**src/rtl/lamp_sequencer.sv**
```systemverilog
// Red/green/yellow lamp scheduler with a latched pedestrian walk phase and a
// flashing-yellow override. Every output comes straight from a register.
module lamp_sequencer #(
    parameter int RED_CYC = 8,
    parameter int GRN_CYC = 6,
    parameter int YEL_CYC = 2,
    parameter int PED_CYC = 4,
    parameter int CNT_W   = 4
) (
    input  logic             clk,
    input  logic             rst_n,
    input  logic             enable,
    input  logic             ped_req,
    input  logic             flash,
    output logic [2:0]       light,
    output logic             ped_ack,
    output logic [1:0]       phase,
    output logic [CNT_W-1:0] timer
);

    typedef enum logic [2:0] {
        S_IDLE   = 3'd0,
        S_RED    = 3'd1,
        S_PED    = 3'd2,
        S_GREEN  = 3'd3,
        S_YELLOW = 3'd4,
        S_FLASH  = 3'd5
    } state_e;

    // Reload values are the phase length minus one so a phase ends on timer == 0.
    localparam logic [CNT_W-1:0] RED_LD  = CNT_W'(RED_CYC - 1);
    localparam logic [CNT_W-1:0] GRN_LD  = CNT_W'(GRN_CYC - 1);
    localparam logic [CNT_W-1:0] YEL_LD  = CNT_W'(YEL_CYC - 1);
    localparam logic [CNT_W-1:0] PED_LD  = CNT_W'(PED_CYC - 1);
    localparam logic [CNT_W-1:0] CNT_ONE = CNT_W'(1);
    localparam logic [CNT_W-1:0] CNT_ZERO = CNT_W'(0);

    state_e           state_q, state_d;
    logic [CNT_W-1:0] timer_q, timer_d;
    logic             ped_pending_q, ped_pending_d;
    logic [2:0]       light_q, light_d;
    logic [1:0]       phase_q, phase_d;
    logic             ped_ack_q, ped_ack_d;
    logic             expired_s;

    assign expired_s = (timer_q == CNT_ZERO);

    // Next-state, phase timer and pedestrian latch; flash overrides every state.
    always_comb begin
        state_d       = state_q;
        timer_d       = timer_q;
        ped_pending_d = ped_pending_q;

        if (ped_req && (state_q != S_PED)) begin
            ped_pending_d = 1'b1;
        end else begin
            ped_pending_d = ped_pending_q;
        end

        if (flash) begin
            state_d = S_FLASH;
            timer_d = CNT_ZERO;
        end else begin
            case (state_q)
                S_IDLE: begin
                    if (enable) begin
                        state_d = S_RED;
                        timer_d = RED_LD;
                    end else begin
                        state_d = S_IDLE;
                        timer_d = CNT_ZERO;
                    end
                end
                S_RED: begin
                    if (!expired_s) begin
                        timer_d = timer_q - CNT_ONE;
                    end else if (ped_pending_q || ped_req) begin
                        state_d       = S_PED;
                        timer_d       = PED_LD;
                        ped_pending_d = 1'b0;
                    end else if (enable) begin
                        state_d = S_GREEN;
                        timer_d = GRN_LD;
                    end else begin
                        state_d = S_IDLE;
                        timer_d = CNT_ZERO;
                    end
                end
                S_PED: begin
                    if (expired_s) begin
                        state_d = S_GREEN;
                        timer_d = GRN_LD;
                    end else begin
                        timer_d = timer_q - CNT_ONE;
                    end
                end
                S_GREEN: begin
                    if (expired_s) begin
                        state_d = S_YELLOW;
                        timer_d = YEL_LD;
                    end else begin
                        timer_d = timer_q - CNT_ONE;
                    end
                end
                S_YELLOW: begin
                    if (expired_s) begin
                        state_d = S_RED;
                        timer_d = RED_LD;
                    end else begin
                        timer_d = timer_q - CNT_ONE;
                    end
                end
                S_FLASH: begin
                    // Leaving flash always restarts from a complete red phase.
                    state_d = S_RED;
                    timer_d = RED_LD;
                end
                default: begin
                    state_d = S_IDLE;
                    timer_d = CNT_ZERO;
                end
            endcase
        end
    end

    // Output decode from the next state so outputs move on the same edge as the state.
    always_comb begin
        light_d   = 3'b100;
        phase_d   = 2'b00;
        ped_ack_d = 1'b0;
        case (state_d)
            S_IDLE, S_RED: begin
                light_d = 3'b100;
                phase_d = 2'b00;
            end
            S_PED: begin
                light_d   = 3'b100;
                ped_ack_d = 1'b1;
            end
            S_GREEN: begin
                light_d = 3'b010;
                phase_d = 2'b01;
            end
            S_YELLOW: begin
                light_d = 3'b001;
                phase_d = 2'b10;
            end
            S_FLASH: begin
                phase_d = 2'b11;
                if (state_q == S_FLASH) begin
                    light_d = light_q ^ 3'b001;
                end else begin
                    light_d = 3'b001;
                end
            end
            default: begin
                light_d = 3'b100;
                phase_d = 2'b00;
            end
        endcase
    end

    // State, timer, pedestrian latch and output registers.
    always_ff @(posedge clk or negedge rst_n) begin
        if (!rst_n) begin
            state_q       <= S_IDLE;
            timer_q       <= CNT_ZERO;
            ped_pending_q <= 1'b0;
            light_q       <= 3'b100;
            phase_q       <= 2'b00;
            ped_ack_q     <= 1'b0;
        end else begin
            state_q       <= state_d;
            timer_q       <= timer_d;
            ped_pending_q <= ped_pending_d;
            light_q       <= light_d;
            phase_q       <= phase_d;
            ped_ack_q     <= ped_ack_d;
        end
    end

    assign light   = light_q;
    assign phase   = phase_q;
    assign ped_ack = ped_ack_q;
    assign timer   = timer_q;

endmodule

```
**config.mk**
```make
export PLATFORM = sky130hd
export DESIGN_NAME = lamp_sequencer
export DESIGN_NICKNAME = d
export VERILOG_FILES = /design/src/rtl/lamp_sequencer.sv
export SDC_FILE = /design/constraint.sdc
export NUM_CORES = 1
export LEC_CHECK = 0
export ABC_AREA = 1
export CORE_MARGIN = 2
export CORE_UTILIZATION = 46
export CTS_BUF_LIST = sky130_fd_sc_hd__clkbuf_8
export CTS_CLUSTER_SIZE = 24
export DETAILED_ROUTE_END_ITERATION = 12
export PLACE_DENSITY = 0.83
export SYNTH_ARGS = -nofsm -noshare
export SYNTH_HDL_FRONTEND = slang
export SYNTH_SLANG_ARGS = --single-unit
```
**constraint.sdc**
```tcl
create_clock -name clk -period 1.17 [get_ports clk]
set_input_delay 0.234 -clock clk [delete_from_list [all_inputs] [get_ports clk]]
set_output_delay 0.234 -clock clk [all_outputs]
set_load 0.02 [all_outputs]
```
== Yosys cells after proc, flatten, opt, wreduce, memory -nomap -nowiden ==
Cells that the tools add are included.

* Bits in registers: 14
* Input port bits: 5

* Equality and inequality tests: 11
* Multiplexer cells: 27
* Bitwise gates (word level): 1
* Add/subtract/negate cells: 1
* Reduce and logical (&&, ||, !) cells: 4

{| class="wikitable"
|+ Operator list
! kind !! count
|-
| 2-to-1 mux 3 bit || 9
|-
| case mux 4 bit (6 select lines) || 1
|-
| 2-to-1 mux 4 bit || 5
|-
| case mux 3 bit (6 select lines) || 1
|-
| == test 3 x 2 -> 1 bit, second input constant || 4
|-
| == test 3 bit, second input constant || 4
|-
| case mux 3 bit (3 select lines) || 1
|-
| 2-to-1 mux 1 bit || 7
|-
| case mux 2 bit (3 select lines) || 1
|-
| logical NOT 4 bit || 1
|-
| 2-to-1 mux 2 bit || 2
|-
| subtractor 4 x 1 -> 4 bit, second input constant || 1
|-
| == test 3 x 1 -> 1 bit, second input constant || 1
|-
| logical NOT 3 bit || 1
|-
| inequality test 3 x 2 -> 1 bit, second input constant || 1
|-
| inequality test 2 bit, second input constant || 1
|-
| logical AND 1 bit || 1
|-
| logical OR 1 bit || 1
|-
| inverter 1 bit || 1
|}

== Longest topological paths before layout ==
* Depth after elaboration: 7
* Mapped depth: 10
* Gate-level depth less buffers: 10

== Least setup slack after synthesis ==
OpenSTA, ideal clock, no wires.

* Path type: reg2reg
* Start: register timer_q[0], in the netlist timer[0]
* End: register light_q[2], in the netlist light[2]
* Period minus slack after synthesis: 1.421 ns
* Buffers on the path: 0
* Setup slack: -0.251 ns
* Setup time: 0.076 ns
* Stages on the path, launching flop included: 11
* Data arrival time: 1.346 ns
* Cell sequence: dfrtp_1 -> inv_1 -> ha_1 -> nand2_2 -> inv_2 -> nand2_1 -> nand3_1 -> nand2_1 -> nand3_2 -> nand2_1 -> nand2_1

* Word-level cells in the longest chain between the ends: 6
* Elaborated cells between the ends (all ways): 12

{| class="wikitable"
|+ RTL lines
! element !! line !! text
|-
| from (decl) || 39 || <nowiki>logic [CNT_W-1:0] timer_q, timer_d;</nowiki>
|-
| from (signal assigned) || 174 || <nowiki>timer_q <= timer_d;</nowiki>
|-
| logical NOT 4 bit (*) || 46 || <nowiki>assign expired_s = (timer_q == CNT_ZERO);</nowiki>
|-
| 2-to-1 mux 3 bit (on tied branches) || -- ||
|-
| case mux 3 bit (6 select lines) (*) || 64 || <nowiki>case (state_q)</nowiki>
|-
| 2-to-1 mux 3 bit (*) || 60 || <nowiki>if (flash) begin</nowiki>
|-
| == test 3 bit or == test 3 x 2 -> 1 bit (tied branches) || 131 || <nowiki>case (state_d)</nowiki>
|-
| case mux 3 bit (3 select lines) or inequality test 2 bit (tied branches) || -- ||
|-
| to (signal assigned) || 176 || <nowiki>light_q <= light_d;</nowiki>
|-
| to (decl) || 41 || <nowiki>logic [2:0] light_q, light_d;</nowiki>
|}

Mark *: on every way between the ends. The rest lies on a longest branch, timed or not.
A chain may end at the register's enable or synchronous reset.

== Final worst setup path ==
* Start: register timer_q[1], in the netlist timer[1]
* End: register light_q[2], in the netlist light[2]

The elaborated chain is that of the path after synthesis.

==> metrics.txt <==
most common cell after layout, fill and taps aside=buf_4; CP top delay family=simple AND/OR/NAND/NOR gates; wire per inst=13.77 µm; Worst setup EP type=flop; count of cell types in the netlist=22; total global routing track utilization=22.40%; P_leak=0.5926 nW; final antenna-violating net count=0; failing checks=negative setup slack; Cell Area, Synth=729.5 µm²; Slew headroom=81.62%; diode count=0; RSZ-0062 raised after global routing=true; CTS tree=yes; 1st-pass router iterations=4; Synth area leaders=dfrtp_1 45%, nand2_1 8.7%, nand3_1 6.2%; number of max-cap violations=0; P per Cell Area=2859 mW/mm²; die height=43.82 µm; core area=0.001489 mm²; final hold violations=0; FP Rows=14; status=finished, violations left; CP arrival=1.51 ns; gpl congestion=0.8301; clk_lat worst skew=0.25 ns; highest clock rate=748.8 MHz; Setup Viol. Count Final=14; Largest stage delay, worst path=0.42 ns; YS warnings=0; Starting Density=48.99%; Worst-path clk slew=0.06 ns; Worst Path Max Fanout=7; hold slack=0.2854 ns; CP startpoint kind=flop; PnR Total Power=0.003531 W; Worst-Margin Slew=0.2742 ns; Layout Skew=0.005823 ns; Die W=43.82 µm; hold_buf cts=0; DRC viols=0; Final min period=1.335 ns; Seq/Total Area, Yosys=48.20%; H-tree levels=1; Slew Viols, Final=0; 1st-iter DRT viols=20; CP Buf/Inv Count=1; Required @ worst endpoint=1.35 ns; vias per cell=5.243; pin count of the biggest net entering global routing=15; vias in the first global route=717; WL final=1.983 mm; post-route setup slack=-0.1654 ns; most repeated library cell on the critical path=nand2_1; final core occ=82.94%; Crit path depth=9; CTS Buf Count=3; nets@finish=135; Finished Cell Area=0.001235 mm²; cell taking the most area after synthesis=dfrtp_1; CTS Root Cell=clkbuf_8; Final period util=114.1%; Slowest-stage cell, CP=dfrtp_2; Syn Nets=93; Sink Count=14; GRT overflow=0; commonest non-fill, non-tap cells in the layout=21 x buf_4, 11 x nand2_1, 10 x dfrtp_1, 7 x nand3_1, 7 x nand2_2; Cell Chain, Critical Path=inv_2 > ha_4 > nand2_8 > nand2_1 > nand3_1 > nand2_2 > nand3_2 > nand2_1 > nand2_1; kind of critical path=reg -> reg; worst vdd ir=2050 µV; CTS max path bufs=2; Synth top area share=44.60%; worst reg-to-reg path cell count=9; Post-Synthesis Cells=87; routed vias=755; antenna violations before repair=0; dpl hpwl=1.283 mm; ratio of cells with drive above 1 in the final layout=56.25%; die area=0.001920 mm²; worst hold path type=in -> async; placed inst area=0.001042 mm²; global-route wire length before repair=3.091 mm; I/O pins=15; area grow syn2layout=69.30%; register bit total from synthesis=14; Post-Syn Area per Cell=8.384 µm²; PortBufs=14
[where the power goes]
| group | internal [W] | switching (W) | leakage (nW) | total [W] |
|---|---|---|---|---|
| clock network | 0.000298 | 0.000171 | 0.0288 | 0.000469 |
| logic | 0.00104 | 0.00120 | 0.398 | 0.00224 |
| registers | 0.000660 | 0.000162 | 0.166 | 0.000822 |
| total | 0.00200 | 0.00153 | 0.593 | 0.00353 |
[layout make-up]
cell class,instances,area (µm²)
flip-flops and latches,14,355.3
fillers,83,254.0
multi-input cells,62,450.4
well taps,16,20.02
repair buffers,37,307.8
clock buffers,4,55.05
inverters,11,46.29
[Yosys cell counts]
cell type  instances
nand3_2            3
nor2_2             2
inv_2              4
nand2_2            4
o21ai_0            1
a31oi_1            1
nand2_1           17
nor2_1             7
inv_1              7
dfstp_2            1
nor2_4             1
nand4_1            3
xor2_1             1
a21oi_1            5
ha_1               1
o21ai_1            1
nand3_1            9
nor3_2             1
nor3_1             3
o211ai_1           1
dfrtp_1           13
xnor2_1            1
[worst paths after layout]
check	slack, ns	endpoint	start
max in group asynchronous	0.64	light[2]	rst_n
min reg2reg	0.46	light[0]	light[0]
min in group clk	0.46	light[0]	light[0]
max reg2reg	-0.17	light[2]	timer[1]
min	0.29	ped_pending_q	rst_n
max	-0.17	light[2]	timer[1]
[kinds of logic after synthesis]
logic type / Yosys count / synth area share [%]
AOI/OAI and AO/OA: 9 / 6.689
buffers and inverters: 11 / 5.660
xor gates and xnor gates: 2 / 2.402
and+or+nand+nor: 50 / 35.33
adders and majority gates: 1 / 1.715
DFF: 14 / 48.20
[worst register-to-register path, cell delays in order, from the launching register on]
cell and delay, ns:
dfrtp_2 0.42, inv_2 0.07, ha_4 0.18, nand2_8 0.09, nand2_1 0.08, nand3_1 0.11
nand2_2 0.12, nand3_2 0.09, nand2_1 0.07, nand2_1 0.05
[sequential cells by signal, summed over array words and instances, names as in the netlist]
register / flops
light: 3
ped_pending_q: 1
state_q: 3
ped_ack: 1
phase: 2
timer: 4
[stage by stage]
step           cells  setup slack (ns)  TNS, ns
2_1_floorplan     87          -0.07840  -0.4013
3_3_place_gp     133           -0.2703   -2.182
3_5_place_dp     133           -0.2888   -2.396
4_1_cts          142           -0.1256  -0.8776
5_1_grt          144           -0.2321   -2.025
6_report         144           -0.1654   -1.245
[per-layer routing]
metal / track usage (%) / up-vias / share of wire, % / wire (µm)
met5: 0 / - / 0 / 0
met4: 8.485 / 0 / 1.2 / 23
li1: - / 368 / - / -
met1: 25.53 / 357 / 42 / 831
met2: 39.12 / 25 / 52 / 1034
met3: 6.667 / 5 / 4.7 / 94
[repair_timing]
action | CTS | global route
pin swaps | 7 | 6
cloned | 0 | 0
setup buffers | 5 | 2
endpoints found under the setup margin | 21 | 19
resized for setup | 42 | 20
Note: power is estimated with default switching activity, not from simulation.
==> variant 1, RTL diff (config.mk and constraints unchanged) <==
Reset style: synchronous (`rst_n`), changed in one clocked block.
--- a/src/rtl/lamp_sequencer.sv
+++ b/src/rtl/lamp_sequencer.sv
@@ -161,7 +161,7 @@
     end
 
     // State, timer, pedestrian latch and output registers.
-    always_ff @(posedge clk or negedge rst_n) begin
+    always_ff @(posedge clk) begin
         if (!rst_n) begin
             state_q       <= S_IDLE;
             timer_q       <= CNT_ZERO;
Function: differs if rst_n is asserted again (counterexample within 4 cycles, from zero or initial values and one cycle with rst_n low); with rst_n held inactive, the same outputs for 10 cycles.
==> variant 1 against the unedited design <==
  * The flow still finishes with violations (setup timing)
  * Non-clock buffer count rose by 3
  * Area after synthesis up 1.5%
  * Final area increased by 1.1%
  * Worst setup slack got worse by 0.056 ns
  * Wire length increased by 21%
  * Clock skew is 0.00092 ns lower
  * Critical path depth up 1
  * Sequential cell count unchanged
  * Fmax decreased by 4.0%
  * Global-route usage increased by 3.0 points
Power is not compared: it rests on default switching activity, and its combinational part moved more than twofold at a synthesized area within 25%.
==> variant 1: results (changes against the unedited design) <==
stage	metric	value	unit	change
timing	Max-slew headroom	0.718		-0.0980
drt	Detailed Route WL	2400	um	+21%
critical_path	Slowest-stage cell, CP	dfxtp_4		
status	outcome	finished with violations		
critical_path	Setup CP Type	reg2reg		
critical_path	Max FO, Critical Path	6		-1
global_route	overall routing resource usage	0.254		+0.0300
yosys	Post-synth top cells	nand2_1 (23), inv_1 (15), dfxtp_1 (14), nor2_1 (12), nand3_1 (9)		
place	DP Area	1110	sq um	+6.5%
critical_path	worst r2r path cells	10		+1
pwr	Pleak	0.000619	uW	
critical_path	CP Launch Point	timer[0]		
layout	P&R area growth vs syn	68.6	%	
yosys	post-synth cell types	22		unchanged
cts	total CTS buffers	3		unchanged
layout	max reg flops	4		unchanged
pwr	Worst IR Drop VDD	0.00100	V	
drt	DRT Pass-1 Iters	4		unchanged
yosys	synth top area cells	dfxtp_1 (38%), nand2_1 (12%), inv_1 (7.6%)		
cts	clk buf depth	2		unchanged
drt	DR vias	894		+18%
layout	filler cell count	103		+24%
yosys	Mapped Cells	107		+23%
yosys	post-synthesis sequential area ratio	0.378		-0.104
worst_hold_path	worst min-delay path class	in2reg		
global_route	largest net degree at the start of global routing	9		-6
drt	mean number of vias per cell	5.35		+2.1%
layout	Nets	159		+18%
global_route	first-pass GRT wire length	3690	um	+19%
yosys	ys flop type	dfxtp_1		
global_route	antenna violations before repair	0		unchanged
layout	# diodes	0		unchanged
yosys	Async SR Flop Fraction	0		-1.00
yosys	share of Yosys cell area claimed by the top area cell type	0.378		-0.0676
global_route	vias in the first global route	950		+32%
critical_path	FF-to-FF End	light[1]		
critical_path	CP peak stage delay	0.35	ns	-0.07 ns
critical_path	r2r setup slk	-0.22	ns	-0.06 ns
place	dpl hpwl	1670	um	+30%
timing	worst clock skew	0.00490	ns	-0.000923 ns
layout	proportion of layout cells with a drive suffix above 1	0.424		-0.139
place	gpl congestion	0.935		+13%
critical_path	arrival time at the worst endpoint	1.53	ns	+0.02 ns
critical_path	critical path's top delay family	simple AND/OR/NAND/NOR gates		
timing	post-route setup slack	-0.222	ns	-0.0562 ns
place	port bufs	14		unchanged
cts	H-tree depth	1		unchanged
yosys	warning count from the yosys run	0		unchanged
cts	clk_lat worst skew	0.25	ns	about the same
cts	Worst-path clk slew	0.06	ns	about the same
drt	Iteration-0 DRC Markers	22		+10%
status	failing checks	setup timing		
cts	CTS Root Cell	clkbuf_8		
timing	Final setup viols	14		unchanged
variant 1: what timing repair did:
item | 4_1_cts | 5_1_grt
pin swaps | 7 | 2
setup endpoints to repair | 23 | 17
gates resized for setup | 29 | 8
setup buffers | 4 | 0
variant 1: logic make-up (layout without fill, tap and decap cells):
| logic type | Yosys count | in the layout | synth area share |
|---|---|---|---|
| buffers and inverters | 18 | 62 | 0.0912 |
| adder cells (fa/ha/maj) | 2 | 2 | 0.0338 |
| AND/OR/NAND/NOR | 57 | 57 | 0.368 |
| AO/OA/AOI/OAI | 15 | 15 | 0.117 |
| flip-flops | 14 | 14 | 0.378 |
| XOR/XNOR | 1 | 1 | 0.0118 |
variant 1: worst min-delay path by stage:
| stage | from | endpoint | slack (ns) | cells after the start |
|---|---|---|---|---|
| final | ped_req | ped_pending_q | 0.44 | 3 |
| after global routing | ped_req | ped_pending_q | 0.46 | 3 |
| after CTS | light[1] | light[1] | 0.48 | 2 |
| after detailed placement | light[1] | light[1] | 0.48 | 2 |
| after global placement | light[1] | light[1] | 0.47 | 2 |
| after floorplan | rst_n | light[2] | 0.32 | 1 |
variant 1: per-stage QoR:
step                      hold slack (ns)  worst slack [ns]  TNS (ns)
after floorplan                     0.318            -0.110    -0.630
after global placement              0.471            -0.330     -2.85
after detailed placement            0.475            -0.395     -3.38
after CTS                           0.482            -0.216     -1.88
after global routing                0.457            -0.294     -2.67
final                               0.437            -0.222     -1.79
variant 1: tightest hold or removal path, stage by stage:
cell and delay (ns):
dlymetal6s2s_1 0.14, a21oi_1 0.20, a311oi_2 0.06
variant 1: report_power, final:
group / internal (uW) / switching (uW) / leakage [uW] / total (uW)
logic: 259 / 324 / 0.000477 / 584
clock network: 232 / 181 / 0.0000231 / 414
registers: 513 / 27.4 / 0.000119 / 540
variant 1: cell type report:
class,instances,share of cell area
clock buffer,3,0.0331
clock inverter,1,0.00301
inverter,18,0.0581
multi-input combinational,75,0.384
sequential,14,0.234
tap,16,0.0160
timing repair buffer,40,0.272
variant 1: routing by layer:
metal	global-route usage	wire, um	vias up
li1	-	-	438
met1	0.250	918	426
met4	0.0970	7	0
met2	0.509	1380	28
met3	0.0490	98	2
met5	0	0	-
==> variant 2, RTL diff (same flow settings) <==
Without the edit above. Change the parameter `CNT_W` from 4 to 5.
--- a/src/rtl/lamp_sequencer.sv
+++ b/src/rtl/lamp_sequencer.sv
@@ -5,7 +5,7 @@
     parameter int GRN_CYC = 6,
     parameter int YEL_CYC = 2,
     parameter int PED_CYC = 4,
-    parameter int CNT_W   = 4
+    parameter int CNT_W   = 5
 ) (
     input  logic             clk,
     input  logic             rst_n,
Interface: changed (resized timer); port bits go from 15 to 16. The function was not compared with the original's and may differ.
==> variant 2 against the unedited design <==
  * The flow still finishes with violations (setup timing)
  * Power rose by 10%
  * Worst setup slack got worse by 0.10 ns
  * Final area rose by 12%
  * Clock power fell by 5.1%
  * Critical endpoint is now timer[1]
  * Sequential share of layout area fell by 1.2 points
  * Via count rose by 22%
  * Global-route usage rose by 6.5 points
  * Critical path depth did not move
  * Area after synthesis rose by 9.8%
  * Wire length rose by 34%
  * Sequential cell count rose by 1
  * Critical path type unchanged
  * Fmax fell by 7.2%
==> variant 2: results (changes against the unedited design) <==
stage	metric	value	unit	change
critical_path	worst r2r src	timer[1]		
timing	Max-slew headroom	0.786		-0.0307
critical_path	CP peak stage delay	0.40	ns	-0.02 ns
global_route	met1 Usage GRT	0.326		+0.0705
global_route	overall routing resource usage	0.289		+0.0646
critical_path	worst r2r path cells	9		unchanged
yosys	post-synthesis sequential area ratio	0.470		-0.0117
yosys	Post-synth top cells	nand2_1 (22), dfrtp_1 (14), inv_1 (12), nand3_1 (10), nor2_1 (7)		
critical_path	FF-to-FF End	timer[1]		
yosys	ys flop type	dfrtp_1		
global_route	largest net degree at the start of global routing	16		+1
layout	filler cell count	101		+22%
drt	Detailed Route WL	2660	um	+34%
cts	clk_lat worst skew	0.26	ns	
cts	clk buf depth	2		unchanged
place	port bufs	15		+1
layout	max reg flops	5		+1
pwr	Worst IR Drop VDD	0.00160	V	-22%
cts	Worst-path clk slew	0.06	ns	about the same
layout	Nets	154		+14%
status	failing checks	setup timing		
timing	Final setup viols	17		+3
critical_path	Slowest-stage cell, CP	dfrtp_2		
global_route	first-pass GRT wire length	4110	um	+33%
worst_hold_path	worst min-delay path class	in2async		
drt	Iteration-0 DRC Markers	35		+75%
critical_path	arrival time at the worst endpoint	1.57	ns	+0.06 ns
global_route	GR Util met3	0.0476		-0.0190
global_route	antenna violations before repair	0		unchanged
layout	proportion of layout cells with a drive suffix above 1	0.537		-0.0251
critical_path	Max FO, Critical Path	4		-3
yosys	Syn Nets	105		+13%
yosys	synth top area cells	dfrtp_1 (44%), nand2_1 (10%), nand3_1 (6.3%)		
status	outcome	finished with violations		
place	gpl congestion	0.842		+1.4%
timing	post-route setup slack	-0.269	ns	-0.104 ns
timing	worst clock skew	0.000741	ns	-0.00508 ns
global_route	met2 usage	0.462		+0.0708
global_route	vias in the first global route	962		+34%
pwr	Pleak	0.000684	uW	+15%
layout	Storage cell area	382	sq um	+7.4%
timing	Hold WS	0.295	ns	+0.00969 ns
yosys	warning count from the yosys run	0		unchanged
critical_path	critical path's top delay family	flip-flops		
yosys	post-synth cell types	22		unchanged
timing	sum of negative setup slack	-2.50	ns	-1.25 ns
place	dpl hpwl	1550	um	+21%
drt	DR vias	921		+22%
## variant 2: worst max path at each step
stage | from | endpoint | depth (start not counted)
after floorplan | timer[1] | timer[0] | 9
after global placement | enable | light[2] | 8
after detailed placement | ped_req | timer[0] | 9
after CTS | timer[1] | light[1] | 9
after global routing | timer[1] | timer[0] | 9
final | timer[1] | timer[1] | 9
## variant 2: repair_timing
| action | CTS | global route |
|---|---|---|
| gates resized for setup | 61 | 17 |
| pin swaps | 7 | 6 |
| hold buffers | 0 | 0 |
| setup endpoints to repair | 26 | 24 |
| setup buffers | 7 | 2 |
## variant 2: routing by layer
metal  up-vias  wire (um)
li1        425          -
met1       445       1020
met2        41       1420
met3        10        115
met4         0        111
met5         -          0
## variant 2: power by group
part,switching (uW),internal [uW]
clock network,208,237
logic,1370,1220
registers,157,692
total,1740,2150
## variant 2: logic make-up after synthesis
family / Yosys count / share of synthesized area
and+or+nand+nor: 53 / 0.330
AOI/OAI and AO/OA: 15 / 0.108
DFF: 15 / 0.470
buffers and inverters: 14 / 0.0656
xor gates and xnor gates: 1 / 0.0109
adders and majority gates: 1 / 0.0156
## variant 2: stage by stage
step | instance area (sq um) | instances | worst slack [ns]
floorplan | 837 | 99 | -0.175
global placement | 1170 | 152 | -0.302
detailed placement | 1170 | 152 | -0.318
CTS | 1340 | 162 | -0.231
global route | 1390 | 164 | -0.325
finish | 1390 | 164 | -0.269
## variant 2: area by class of cell
cell class | count | area share
Sequential cell | 15 | 0.275
Inverter | 14 | 0.0415
Timing Repair Buffer | 44 | 0.281
Multi-Input combinational cell | 70 | 0.354
Tap cell | 17 | 0.0153
Clock inverter | 1 | 0.00361
Clock buffer | 3 | 0.0298
